[src/rtl/floo_pkg.sv]
// Shared types for the ID/destination tracker.
// Holds the flush state encoding.
package floo_pkg;

  typedef enum logic [1:0] {
    FLUSH_RUN   = 2'd0,
    FLUSH_DRAIN = 2'd1,
    FLUSH_DONE  = 2'd2
  } flush_state_e;

endpackage

[src/rtl/floo_id_dest_slot.sv]
// One tracking slot: routing fields plus a
// count of last-responses still expected.
module floo_id_dest_slot
  import floo_pkg::*;
#(
  parameter type dest_t = logic,
  parameter type select_t = logic,
  parameter int unsigned RepW = 3,
  parameter int unsigned CntW = 6
) (
  input  logic            clk_i,
  input  logic            rst_i,
  input  logic            push_i,
  input  logic            pop_i,
  input  logic            mcast_i,
  input  dest_t           dest_i,
  input  select_t         select_i,
  input  logic [RepW-1:0] rep_i,
  output logic            occupied_o,
  output logic            mcast_o,
  output dest_t           dest_o,
  output select_t         select_o,
  output logic [RepW-1:0] rep_o,
  output logic [CntW-1:0] cnt_o
);

  logic            occupied_q;
  logic            mcast_q;
  dest_t           dest_q;
  select_t         select_q;
  logic [RepW-1:0] rep_q;
  logic [CntW-1:0] cnt_q;
  logic [CntW-1:0] cnt_d;
  logic            pop_ok;

  // next count; a pop on an empty count is ignored
  always_comb begin
    pop_ok = pop_i && (cnt_q != '0);
    cnt_d  = cnt_q;
    if (push_i) cnt_d = cnt_d + CntW'(rep_i);
    if (pop_ok) cnt_d = cnt_d - CntW'(1);
  end

  // slot registers; fields load only when slot was free
  always_ff @(posedge clk_i) begin
    if (rst_i) begin
      occupied_q <= 1'b0;
      mcast_q    <= 1'b0;
      dest_q     <= '0;
      select_q   <= '0;
      rep_q      <= '0;
      cnt_q      <= '0;
    end else begin
      if (push_i && !occupied_q) begin
        mcast_q  <= mcast_i;
        dest_q   <= dest_i;
        select_q <= select_i;
        rep_q    <= rep_i;
      end
      cnt_q      <= cnt_d;
      occupied_q <= (cnt_d != '0);
    end
  end

  assign occupied_o = occupied_q;
  assign mcast_o    = mcast_q;
  assign dest_o     = dest_q;
  assign select_o   = select_q;
  assign rep_o      = rep_q;
  assign cnt_o      = cnt_q;

endmodule

[src/rtl/floo_id_dest_tracker.sv]
// Blocks requests whose ID slot is bound to a
// different destination until responses drain.
module floo_id_dest_tracker
  import floo_pkg::*;
#(
  parameter int unsigned IdWidth = 4,
  parameter int unsigned SlotIdxBits = 2,
  parameter int unsigned MaxRspPerId = 32,
  parameter int unsigned MaxRepCoeff = 4,
  parameter type dest_t = logic,
  parameter type select_t = logic
) (
  input  logic                           clk_i,
  input  logic                           rst_i,
  input  logic                           ax_valid_i,
  output logic                           ax_ready_o,
  input  logic [IdWidth-1:0]             ax_id_i,
  input  logic                           ax_mcast_i,
  input  dest_t                          ax_dest_i,
  input  select_t                        ax_select_i,
  input  logic [$clog2(MaxRepCoeff):0]   ax_rep_coeff_i,
  output logic                           ax_valid_o,
  input  logic                           ax_ready_i,
  input  logic                           rsp_valid_i,
  output logic                           rsp_ready_o,
  input  logic [IdWidth-1:0]             rsp_id_i,
  input  logic                           rsp_last_i,
  output logic                           rsp_valid_o,
  input  logic                           rsp_ready_i,
  input  logic                           flush_i,
  output logic                           idle_o,
  output logic                           stall_o,
  output logic                           err_o
);

  localparam int unsigned NumSlots = 1 << SlotIdxBits;
  localparam int unsigned RepW = $clog2(MaxRepCoeff) + 1;
  localparam int unsigned CntW = $clog2(MaxRspPerId + 1);
  localparam int unsigned SumW = ((CntW > RepW) ? CntW : RepW) + 1;

  if (SlotIdxBits > IdWidth) begin : g_bad_idx
    $error("SlotIdxBits must not exceed IdWidth");
  end
  if (MaxRepCoeff > MaxRspPerId) begin : g_bad_rep
    $error("MaxRepCoeff must not exceed MaxRspPerId");
  end

  logic [NumSlots-1:0]           occ;
  logic [NumSlots-1:0]           mc;
  dest_t                         dst [NumSlots];
  select_t                       sel [NumSlots];
  logic [NumSlots-1:0][RepW-1:0] rep;
  logic [NumSlots-1:0][CntW-1:0] cnt;
  logic [NumSlots-1:0]           push_s;
  logic [NumSlots-1:0]           pop_s;

  logic [SlotIdxBits-1:0] ax_slot;
  logic [SlotIdxBits-1:0] rsp_slot;
  logic                   match;
  logic                   room;
  logic                   eligible;
  logic                   push;
  logic                   pop;
  logic                   err_q;
  logic                   flush_active;
  logic                   unused_bits;

  flush_state_e state_q, state_d;

  assign ax_slot  = ax_id_i[SlotIdxBits-1:0];
  assign rsp_slot = rsp_id_i[SlotIdxBits-1:0];

  // eligibility from registered slot state only
  always_comb begin
    match = (mc[ax_slot] == ax_mcast_i) &&
            (ax_mcast_i ? (sel[ax_slot] == ax_select_i)
                        : (dst[ax_slot] == ax_dest_i));
    room  = (SumW'(cnt[ax_slot]) + SumW'(ax_rep_coeff_i))
            <= SumW'(MaxRspPerId);
    eligible = !flush_active && (ax_rep_coeff_i != '0) &&
               (!occ[ax_slot] || match) && room;
  end

  assign ax_valid_o  = ax_valid_i && eligible;
  assign ax_ready_o  = eligible && ax_ready_i;
  assign stall_o     = ax_valid_i && !eligible;
  assign push        = ax_valid_o && ax_ready_i;
  assign pop         = rsp_valid_i && rsp_ready_i && rsp_last_i;
  assign rsp_valid_o = rsp_valid_i;
  assign rsp_ready_o = rsp_ready_i;
  assign idle_o      = ~|occ;
  assign err_o       = err_q;

  for (genvar s = 0; s < NumSlots; s++) begin : g_slot
    assign push_s[s] = push && (ax_slot == SlotIdxBits'(s));
    assign pop_s[s]  = pop && (rsp_slot == SlotIdxBits'(s));

    floo_id_dest_slot #(
      .dest_t   (dest_t),
      .select_t (select_t),
      .RepW     (RepW),
      .CntW     (CntW)
    ) i_slot (
      .clk_i      (clk_i),
      .rst_i      (rst_i),
      .push_i     (push_s[s]),
      .pop_i      (pop_s[s]),
      .mcast_i    (ax_mcast_i),
      .dest_i     (ax_dest_i),
      .select_i   (ax_select_i),
      .rep_i      (ax_rep_coeff_i),
      .occupied_o (occ[s]),
      .mcast_o    (mc[s]),
      .dest_o     (dst[s]),
      .select_o   (sel[s]),
      .rep_o      (rep[s]),
      .cnt_o      (cnt[s])
    );
  end

  // error pulse for a pop that finds nothing outstanding
  always_ff @(posedge clk_i) begin
    if (rst_i) err_q <= 1'b0;
    else       err_q <= pop && (cnt[rsp_slot] == '0);
  end

  // flush state register
  always_ff @(posedge clk_i) begin
    if (rst_i) state_q <= FLUSH_RUN;
    else       state_q <= state_d;
  end

  // flush next state: drain until every count is zero
  always_comb begin
    state_d = state_q;
    unique case (state_q)
      FLUSH_RUN:   if (flush_i) state_d = FLUSH_DRAIN;
      FLUSH_DRAIN: if (cnt == '0) state_d = FLUSH_DONE;
      FLUSH_DONE:  if (!flush_i) state_d = FLUSH_RUN;
      default:     state_d = FLUSH_RUN;
    endcase
  end

  assign flush_active = (state_q != FLUSH_RUN);

  assign unused_bits = ^{ax_id_i, rsp_id_i, rep};

endmodule

[config.mk]
export PLATFORM = sky130hd
export DESIGN_NAME = floo_id_dest_tracker
export DESIGN_NICKNAME = d
export VERILOG_FILES = /design/src/rtl/floo_pkg.sv /design/src/rtl/floo_id_dest_slot.sv /design/src/rtl/floo_id_dest_tracker.sv
export SDC_FILE = /design/constraint.sdc
export NUM_CORES = 1
export LEC_CHECK = 0
export ABC_AREA = 1
export CORE_ASPECT_RATIO = 0.9
export CORE_MARGIN = 1.5
export CORE_UTILIZATION = 40
export DETAILED_ROUTE_END_ITERATION = 8
export GPL_ROUTABILITY_DRIVEN = 0
export PLACE_DENSITY = 0.57
export SYNTH_ARGS = -nofsm -noshare
export SYNTH_HDL_FRONTEND = slang
export SYNTH_SLANG_ARGS = --single-unit
[constraint.sdc]
create_clock -name clk_i -period 5.8 [get_ports clk_i]
set_clock_uncertainty 0.15 [all_clocks]
set_input_delay 1.74 -clock clk_i [delete_from_list [all_inputs] [get_ports clk_i]]
set_output_delay 1.74 -clock clk_i [all_outputs]
set_load 0.02 [all_outputs]
* Word level (Yosys, flattened, before mapping) *
Cells that the tools add are included.

operators by class
  add/subtract/negate cells = 9
  multipliers = 0
  divide/modulo/power cells = 0
  $lt $le $gt $ge = 4
  equal/unequal tests = 14
  shift-type cells = 0
  mux-type cells = 27
  bitwise logic cells = 1
  reduce and logical (&&, ||, !) cells = 53

operators with widths
  operator             number
  $mux 6               10
  $reduce_bool 6->1    8
  $logic_and 1x1->1    27
  $add 6x3->6          4
  $bmux 6 s2           2
  $logic_not 24->1     1
  $sub 6x1->6 const B  4
  $eq 2x2->1 const B   5
  $bmux 1 s2           4
  $logic_not 1->1      8
  $add 6x3->7          1
  $le 7x6->1 const B   1
  $mux 1               7
  $eq 2x1->1 const B   3
  $logic_not 2->1      3
  $logic_not 6->1      1
  $lt 2x3->1 const B   2
  $mux 2               3
  $ne 2x2->1 const B   3
  $pmux 2 s3           1
  $reduce_or 4->1      1
  $eq 1x1->1           3
  $ge 3x3->1 const B   1
  $not 2->3            1
  4 further kinds      4

storage, ports and cells
  register bits = 43
  bits in latches = 0
  memory bits (writable) = 0
  ROM bits = 0
  bits of input ports = 22
  output and inout port bits = 7
  word-level logic and storage cells = 130
  memories kept = 0

* Longest topological paths before layout *
Gate-level depths: netlist of run 1.

  depth after elaboration = 17
  mapped depth = 32
  gate-level depth less buffers = 30

* By module *
From an unflattened synthesis of run 1, not the netlist that was laid out.

unflattened totals
  cells, all modules = 709
  area, all modules = 4,306.6 um^2

modules (own cells, without submodules)
  module                instances  cells each  area each (um^2)  sequential area each (um^2)
  floo_id_dest_slot     4          128         822.0             260.2
  floo_id_dest_tracker  1          197         1,018.5           60.1

* Least setup slack after synthesis of run 1 *
Ideal clock, no wire load.

  kind = in2out
  start point = input port ax_id_i[1]
  end point = output port ax_valid_o
  data arrival time = 4.223 ns
  data required time = 3.910 ns
  setup slack = -0.313 ns
  cell stages on the path = 13
  path buffers = 2
  cell sequence = buf_6 > nor2_2 > buf_2 > nand2_1 > o2111ai_1 > ha_1 > fa_1 > or2_2 > nor2_1 > nand3_1 > nor2_2 > nor2_4 > nor3_1

between the ends
  longest elaborated chain between the ends = 11
  elaborated cells between the ends (all ways) = 25
  those cells by class = add/sub: 1; order compare: 1; eq/ne: 3; mux: 13; bitwise: 1; reduce/logical: 6

RTL lines
  item                                                                 RTL line                    text
  from (decl)                                                          floo_id_dest_tracker.sv:17  input logic [IdWidth-1:0] ax_id_i,
  parallel branches: the longest is 9 deep, another holds $add 6x3->7  n/a
  $logic_and 1x1->1 (*)                                                floo_id_dest_tracker.sv:81  (!occ[ax_slot] || match) && room;
  $logic_and 1x1->1 (*)                                                floo_id_dest_tracker.sv:84  assign ax_valid_o = ax_valid_i && eligible;
  to (decl)                                                            floo_id_dest_tracker.sv:22  output logic ax_valid_o,

Mark *: on every way between the ends. The select of a mux whose other input is x is not followed.

* Worst setup path after layout of run 1 *
  start point = input port ax_id_i[0]
  end point = output port ax_valid_o

Same word-level chain as after synthesis.

==> metrics, run 1 <==
Starting Density 41.2%; worst min path class register to register; number of placed I/O pins 29; GRT Total Usage 22.2%; initial antenna violation count 0; crit path launch type input port; crit-path most repeated cell nor2_4; largest net degree at the start of global routing 24; H-tree Lvls 2; hold worst-path end state_q[1]; Sink Count 43; Clock Power Share 28.3%; commonest non-fill, non-tap cell in the layout nand2_1; RSZ-0062 raised after global routing true; Syn Inst Count 641; Synth Register Bits 43; Slew HR 46.5%; WL/cell 12.9 µm; CP delay by family, top simple AND/OR/NAND/NOR gates; total global routing overflow 0; max incr delay on CP 420 ps; CTS tree built; final WL 11.0 mm; Max Cap Viol 0; status finished, final reports clean; Final Hold Viols 0; R2R Setup Slk 1850 ps; clock latency at the later pin of the worst-skew pair 300 ps; layout cells sized above 1 22.3%; Die Ht 97.8 µm; synth unique cells 40; design area 5130 µm²; YS warnings 0; RR Startpoint g_slot[3].i_slot.cnt_o[0]; final setup fails 0; Crit. End Element primary output; cell area power density 163 nW/µm²; critical path peak fanout 6; Int Power 557 µW; LEAKAGE 0.00269 µW; via/cell ratio 4.94; crit path time final 5700 ps; Flop pwr share 38.5%; R2R Path End g_slot[2].i_slot.occupied_o; P_sw 279 µW; top achievable clock speed 175 MHz; CTS Hold Bufs 0; commonest cells after routing, fill and taps aside nand2_1 (192), inv_1 (86), nand3_1 (72); register area share after synthesis 21.6%; drt first pass iters 5; logic gate share of total power 33.2%; first-pass GRT wire length 19.0 mm; DRC Markers 0; slowest cell on the critical path fa_1; Max Slew Vio Count 0; First DRT Iteration DRCs 149; area post-placement 4840 µm²; Clock transition at path regs 90 ps; row cnt 34; die width 108 µm; final-stage net count 777; Hold Startpoint state_q[0]; syn_area_per_cell 6.23 µm²; vias 4231; maximum vdd drop 126 µV; critical path class input port to primary output; Clock Tree Root clkbuf_8; diode count 0; Worst Hold Depth 2; Antenna Violating Nets Remaining 0; Final Util 52.9%; number of global-route vias before repair 4089; data required time of the worst path 3910 ps; Post-Syn Area 3990 µm²; core outline area 9700 µm²; Post-DP HPWL 8.90 mm; slew at the pin closest to its max-slew limit 801 ps; IO buf count 24; worst reg2reg path depth 24; sw frac 33.4%; Syn Nets 687; synth-to-layout area growth 28.5%; critical path arrival 3810 ps; CP Cell Sequence buf_8, buf_6, nor2_4, nand2_1, o2111ai_2, ha_2, fa_1, or2_4, nor2_4, nand3_2, nor2_4, nor2_4, nor3_4, buf_6; final period utilization 98.3%; WP buf/inv 3; CTS Buf Count 5; DIE AREA 10600 µm²; clock tree buffer depth 2
==> cell type report <==
cell class | count | area (µm²)
Fill cell | 994 | 4570
Tap cell | 126 | 158
Clock inverter | 1 | 30.0
Sequential cell | 43 | 861
Timing Repair Buffer | 97 | 826
Multi-Input combinational cell | 485 | 2810
Clock buffer | 6 | 72.6
Inverter | 99 | 377
==> metal layers <==
| metal | up-vias | global-route usage (%) | wire, µm |
|---|---|---|---|
| met4 | 0 | 3.74 | 62 |
| li1 | 2235 | - | - |
| met3 | 8 | 2.94 | 319 |
| met5 | - | 0 | 0 |
| met2 | 53 | 36.3 | 5020 |
| met1 | 1935 | 31.4 | 5610 |
==> how the worst max path moves through the flow <==
| stage | from | end | slack [ps] | cells past startpoint |
|---|---|---|---|---|
| 5_1_grt | ax_id_i[0] | stall_o | -90 | 17 |
| 3_3_place_gp | ax_id_i[0] | ax_valid_o | -1010 | 14 |
| 4_1_cts | ax_id_i[1] | ax_ready_o | 1 | 17 |
| 6_report | ax_id_i[0] | ax_valid_o | 100 | 14 |
| 3_5_place_dp | ax_id_i[0] | ax_valid_o | -1030 | 14 |
| 2_1_floorplan | ax_id_i[1] | stall_o | 20 | 14 |
==> synth_stat cells <==
cell	count	area, µm²
ha_1	19	238
nor2_8	2	40.0
inv_4	2	12.5
nand2_2	9	56.3
nor3_1	1	5.00
inv_2	7	26.3
o21ai_2	1	8.76
nand4_4	3	63.8
nand2_1	201	754
xnor2_1	1	8.76
xor2_1	15	131
nand4_2	1	12.5
a21oi_1	33	165
o31ai_1	1	7.51
nor2_2	6	37.5
or2_2	5	31.3
nand3_1	76	380
nor4_1	7	43.8
buf_4	2	15.0
clkbuf_1	2	7.51
o21ai_1	4	20.0
nand3_2	5	50.1
nand2_4	1	11.3
nor2_4	5	56.3
inv_1	89	334
o221ai_1	2	17.5
buf_6	6	67.6
nand4_1	8	50.1
o21bai_1	2	15.0
clkinv_1	1	3.75
buf_1	2	7.51
o21ai_0	24	120
o2111ai_1	1	8.76
buf_2	2	10.0
nor2_1	42	158
fa_1	5	100
nand3_4	2	35.0
dfxtp_1	43	861
a22oi_1	2	15.0
nand3b_1	1	7.51
==> worst reg2reg max path: stages (launching register included) <==
cell and delay (ps):
dfxtp_1 380, inv_1 100, o2111ai_2 200, ha_2 220, fa_1 420, or2_4 250, nor2_4 90, nand3_2 80
nor2_4 130, nor2_4 60, nor2_8 90, buf_4 110, buf_4 160, nand3_4 100, nor2_8 120, nand2_1 90
nand2_1 100, inv_1 50, ha_1 250, or2_2 280, o21ai_0 120, nor2_1 70, nand2_1 70, nand2_1 40
nand3_1 110
==> flip-flops by register name (all words and copies together) (netlist names) <==
signal	count
err_o	1
g_slot.i_slot.cnt_o	24
g_slot.i_slot.dest_o	4
g_slot.i_slot.mcast_o	4
g_slot.i_slot.occupied_o	4
g_slot.i_slot.select_o	4
state_q	2
==> logic make-up after synthesis <==
group                      after synthesis  synth area share, %
AOI/OAI and AO/OA                       70                 9.46
xor gates and xnor gates                16                 3.51
adders and majority gates               24                 8.46
buffers and inverters                  113                 12.1
DFF                                     43                 21.6
and+or+nand+nor                        375                 44.9
==> power by group through the flow <==
stage	logic, µW	registers, µW	clock network [µW]
2_1_floorplan	159	323	0
3_3_place_gp	252	328	0
3_5_place_dp	256	328	0
4_1_cts	273	321	241
5_1_grt	309	323	256
6_report	277	322	236
==> through the flow <==
| stage | hold slack, ps | worst slack [ps] | setup TNS [ps] | total power (µW) | cells |
|---|---|---|---|---|---|
| 2_1_floorplan | 333 | 16.5 | 0 | 483 | 641 |
| 3_3_place_gp | 342 | -1010 | -4230 | 580 | 845 |
| 3_5_place_dp | 355 | -1030 | -4890 | 584 | 845 |
| 4_1_cts | 369 | 1.24 | 0 | 835 | 856 |
| 5_1_grt | 392 | -91.7 | -151 | 889 | 857 |
| 6_report | 363 | 98.4 | 0 | 835 | 857 |
==> repair_timing <==
action / CTS / global route
resized for setup: 51 / 18
buffers inserted: 4 / 2
setup endpoints to repair: 4 / 3
endpoints found under the hold margin: 0 / 0
pin swaps: 17 / 13
Power figures use the tool's default switching activity.
==> run 2, diff against run 1 <==
- CORE_MARGIN: 1.5 -> 4
==> run 2 against run 1 <==
  * Routed wire length decreased by 0.61%
  * Critical endpoint is now stall_o
  * Count of clock-buffer cells in the layout unchanged
  * Design area down 1.3%
  * Register-to-register slack improved by 30 ps
  * Flip-flop and latch count unchanged
  * Non-clock buffer count fell by 1
  * Sequential share of layout area increased by 0.22 points
  * Critical path type unchanged
==> metrics, run 2 (synthesis results as in run 1) <==
via/cell ratio 4.87 (was 4.94); commonest non-fill, non-tap cell in the layout nand2_1 (unchanged); first-pass GRT wire length 18.6 mm (was 19.0 mm); critical path class input port to primary output (unchanged); slew at the pin closest to its max-slew limit 743 ps (was 801 ps); cell area power density 163 nW/µm² (about the same); initial antenna violation count 0 (unchanged); Slew HR 50.4% (was 46.5%); Starting Density 41.2% (unchanged); commonest cells after routing, fill and taps aside nand2_1 (197), inv_1 (86), nand3_1 (75) (was nand2_1 (192), inv_1 (86), nand3_1 (72)); post-route setup TNS 0 ps (unchanged); drt first pass iters 5 (unchanged); crit path launch type input port (unchanged); clock tree buffer depth 2 (unchanged); Hold Startpoint state_q[0] (unchanged); top achievable clock speed 175 MHz (about the same); Max Cap Viol 0 (unchanged); overall power 825 µW (was 835 µW); DRC Markers 0 (unchanged); Clock transition at path regs 90 ps (about the same); core outline area 9700 µm² (unchanged); Clock Power Share 28.5% (was 28.3%); sw frac 33.1% (was 33.4%); R2R Setup Slk 1880 ps (was 1850 ps); final setup fails 0 (unchanged); row cnt 34 (unchanged); Flop pwr share 39.0% (was 38.5%); total global routing overflow 0 (unchanged); met3 Usage GRT 2.93% (was 2.94%); hold worst-path end state_q[1] (unchanged); Register Area 861 µm² (unchanged); Post-DP HPWL 8.85 mm (was 8.90 mm); status finished, final reports clean (unchanged); RR Startpoint g_slot[3].i_slot.cnt_o[0] (unchanged); number of global-route vias before repair 3898 (was 4089); Max Slew Vio Count 0 (unchanged); IO buf count 24 (unchanged); Sink Count 43 (unchanged); GR Layer Usage met2 32.2% (was 36.3%); Worst Hold Depth 2 (unchanged); worst reg2reg path depth 28 (was 24); multi-input logic area 2760 µm² (was 2810 µm²); vias 4166 (was 4231); synth-to-layout area growth 26.9% (was 28.5%); final-stage net count 776 (was 777); critical path peak fanout 4 (was 6); GRT Total Usage 19.9% (was 22.2%); R2R Path End g_slot[0].i_slot.occupied_o (was g_slot[2].i_slot.occupied_o); maximum vdd drop 101 µV (was 126 µV); M1 GR Usage 27.8% (was 31.4%); First DRT Iteration DRCs 202 (was 149); final period utilization 98.5% (was 98.3%); diode count 0 (unchanged); Filler cells 994 (unchanged); crit path time final 5720 ps (was 5700 ps); logic gate share of total power 32.5% (was 33.2%); P_sw 273 µW (was 279 µW); WL/cell 12.8 µm (was 12.9 µm); Largest register FFs 24 (unchanged); worst min path class register to register (unchanged); CTS tree built (unchanged); CTS Hold Bufs 0 (unchanged); clock latency at the later pin of the worst-skew pair 310 ps (was 300 ps); Int Power 551 µW (was 557 µW); critical path arrival 3830 ps (was 3810 ps); busiest layer in global routing met2 (unchanged); layout cells sized above 1 21.2% (was 22.3%); Final Hold Viols 0 (unchanged); LEAKAGE 0.00268 µW (was 0.00269 µW); final WL 11.0 mm (about the same); Die Ht 103 µm (was 97.8 µm); Clock Tree Root clkbuf_8 (unchanged); DIE AREA 11600 µm² (was 10600 µm²); H-tree Lvls 2 (unchanged); RSZ-0062 raised after global routing true (unchanged); Crit. End Element primary output (unchanged); Hold Worst Slack 362 ps (was 363 ps); Antenna Violating Nets Remaining 0 (unchanged); die width 113 µm (was 108 µm); CTS Buf Count 5 (unchanged); data required time of the worst path 3910 ps (about the same); number of placed I/O pins 29 (unchanged); largest net degree at the start of global routing 24 (unchanged)
[run 2: cell types whose count changed in the layout (fill, tap and decap cells not counted)]
| cell | before | now |
|---|---|---|
| nand2_1 | 192 | 197 |
| nand3_1 | 72 | 75 |
| nand2_2 | 17 | 13 |
| nand2_4 | 2 | 1 |
| buf_4 | 68 | 69 |
| o221ai_4 | 1 | 0 |
| fa_2 | 0 | 1 |
| fa_1 | 5 | 4 |
| o221ai_2 | 1 | 2 |
| nor2_2 | 6 | 8 |
| nand3_2 | 9 | 6 |
| buf_6 | 8 | 6 |
| nor2_4 | 10 | 8 |
[run 2: worst max-delay path: stages]
cell	delay (ps)
buf_8	100
buf_6	130
nor2_4	140
nand2_2	70
o2111ai_2	100
ha_2	240
fa_2	410
or2_4	240
nor2_4	120
nand3_1	80
nor2_2	130
nor2_4	70
nor2_8	80
nor2_2	40
buf_6	130
[run 2: worst max path at each step]
stage | cells after the start | slack, ps | from | to
floorplan | 14 | 20 | ax_id_i[1] | stall_o
global placement | 14 | -970 | ax_id_i[0] | ax_valid_o
detailed placement | 14 | -1010 | ax_id_i[0] | ax_valid_o
CTS | 17 | 40 | ax_id_i[0] | stall_o
global route | 16 | -60 | ax_id_i[0] | ax_ready_o
finish | 15 | 80 | ax_id_i[0] | stall_o
[run 2: stage by stage]
| stage | setup WS, ps | util, % | cells | area [µm²] |
|---|---|---|---|---|
| floorplan | 16.5 | - | 641 | 4030 |
| global placement | -967 | 49.9 | 845 | 4840 |
| detailed placement | -1010 | 49.9 | 845 | 4840 |
| CTS | 44.6 | 51.9 | 856 | 5030 |
| global route | -58.7 | 52.2 | 856 | 5070 |
| finish | 84.6 | 52.2 | 856 | 5070 |
[run 2: power by group through the flow]
stage / logic [µW] / registers [µW] / clock network (µW)
2_1_floorplan: 159 / 323 / 0
3_3_place_gp: 251 / 328 / 0
3_5_place_dp: 256 / 328 / 0
4_1_cts: 264 / 322 / 245
5_1_grt: 300 / 323 / 257
6_report: 268 / 322 / 235
[run 2: layer usage]
metal / routed length [µm] / up-vias
met2: 4990 / 47
met1: 5440 / 1882
met4: 114 / 0
met3: 415 / 11
met5: 0 / -
li1: - / 2226
[run 2: final cells by class]
cell class | count | area share (%)
sequential | 43 | 17.0
inverter | 99 | 7.43
multi-input combinational | 485 | 54.4
clock inverter | 1 | 0.593
tap | 126 | 3.11
clock buffer | 6 | 1.43
timing repair buffer | 96 | 16.0
[run 2: what timing repair did]
item	in CTS	in global routing
setup buffers	4	1
cloned	0	0
pin swaps	21	12
endpoints found under the hold margin	0	0
endpoints found under the setup margin	4	3
gates resized for setup	43	14
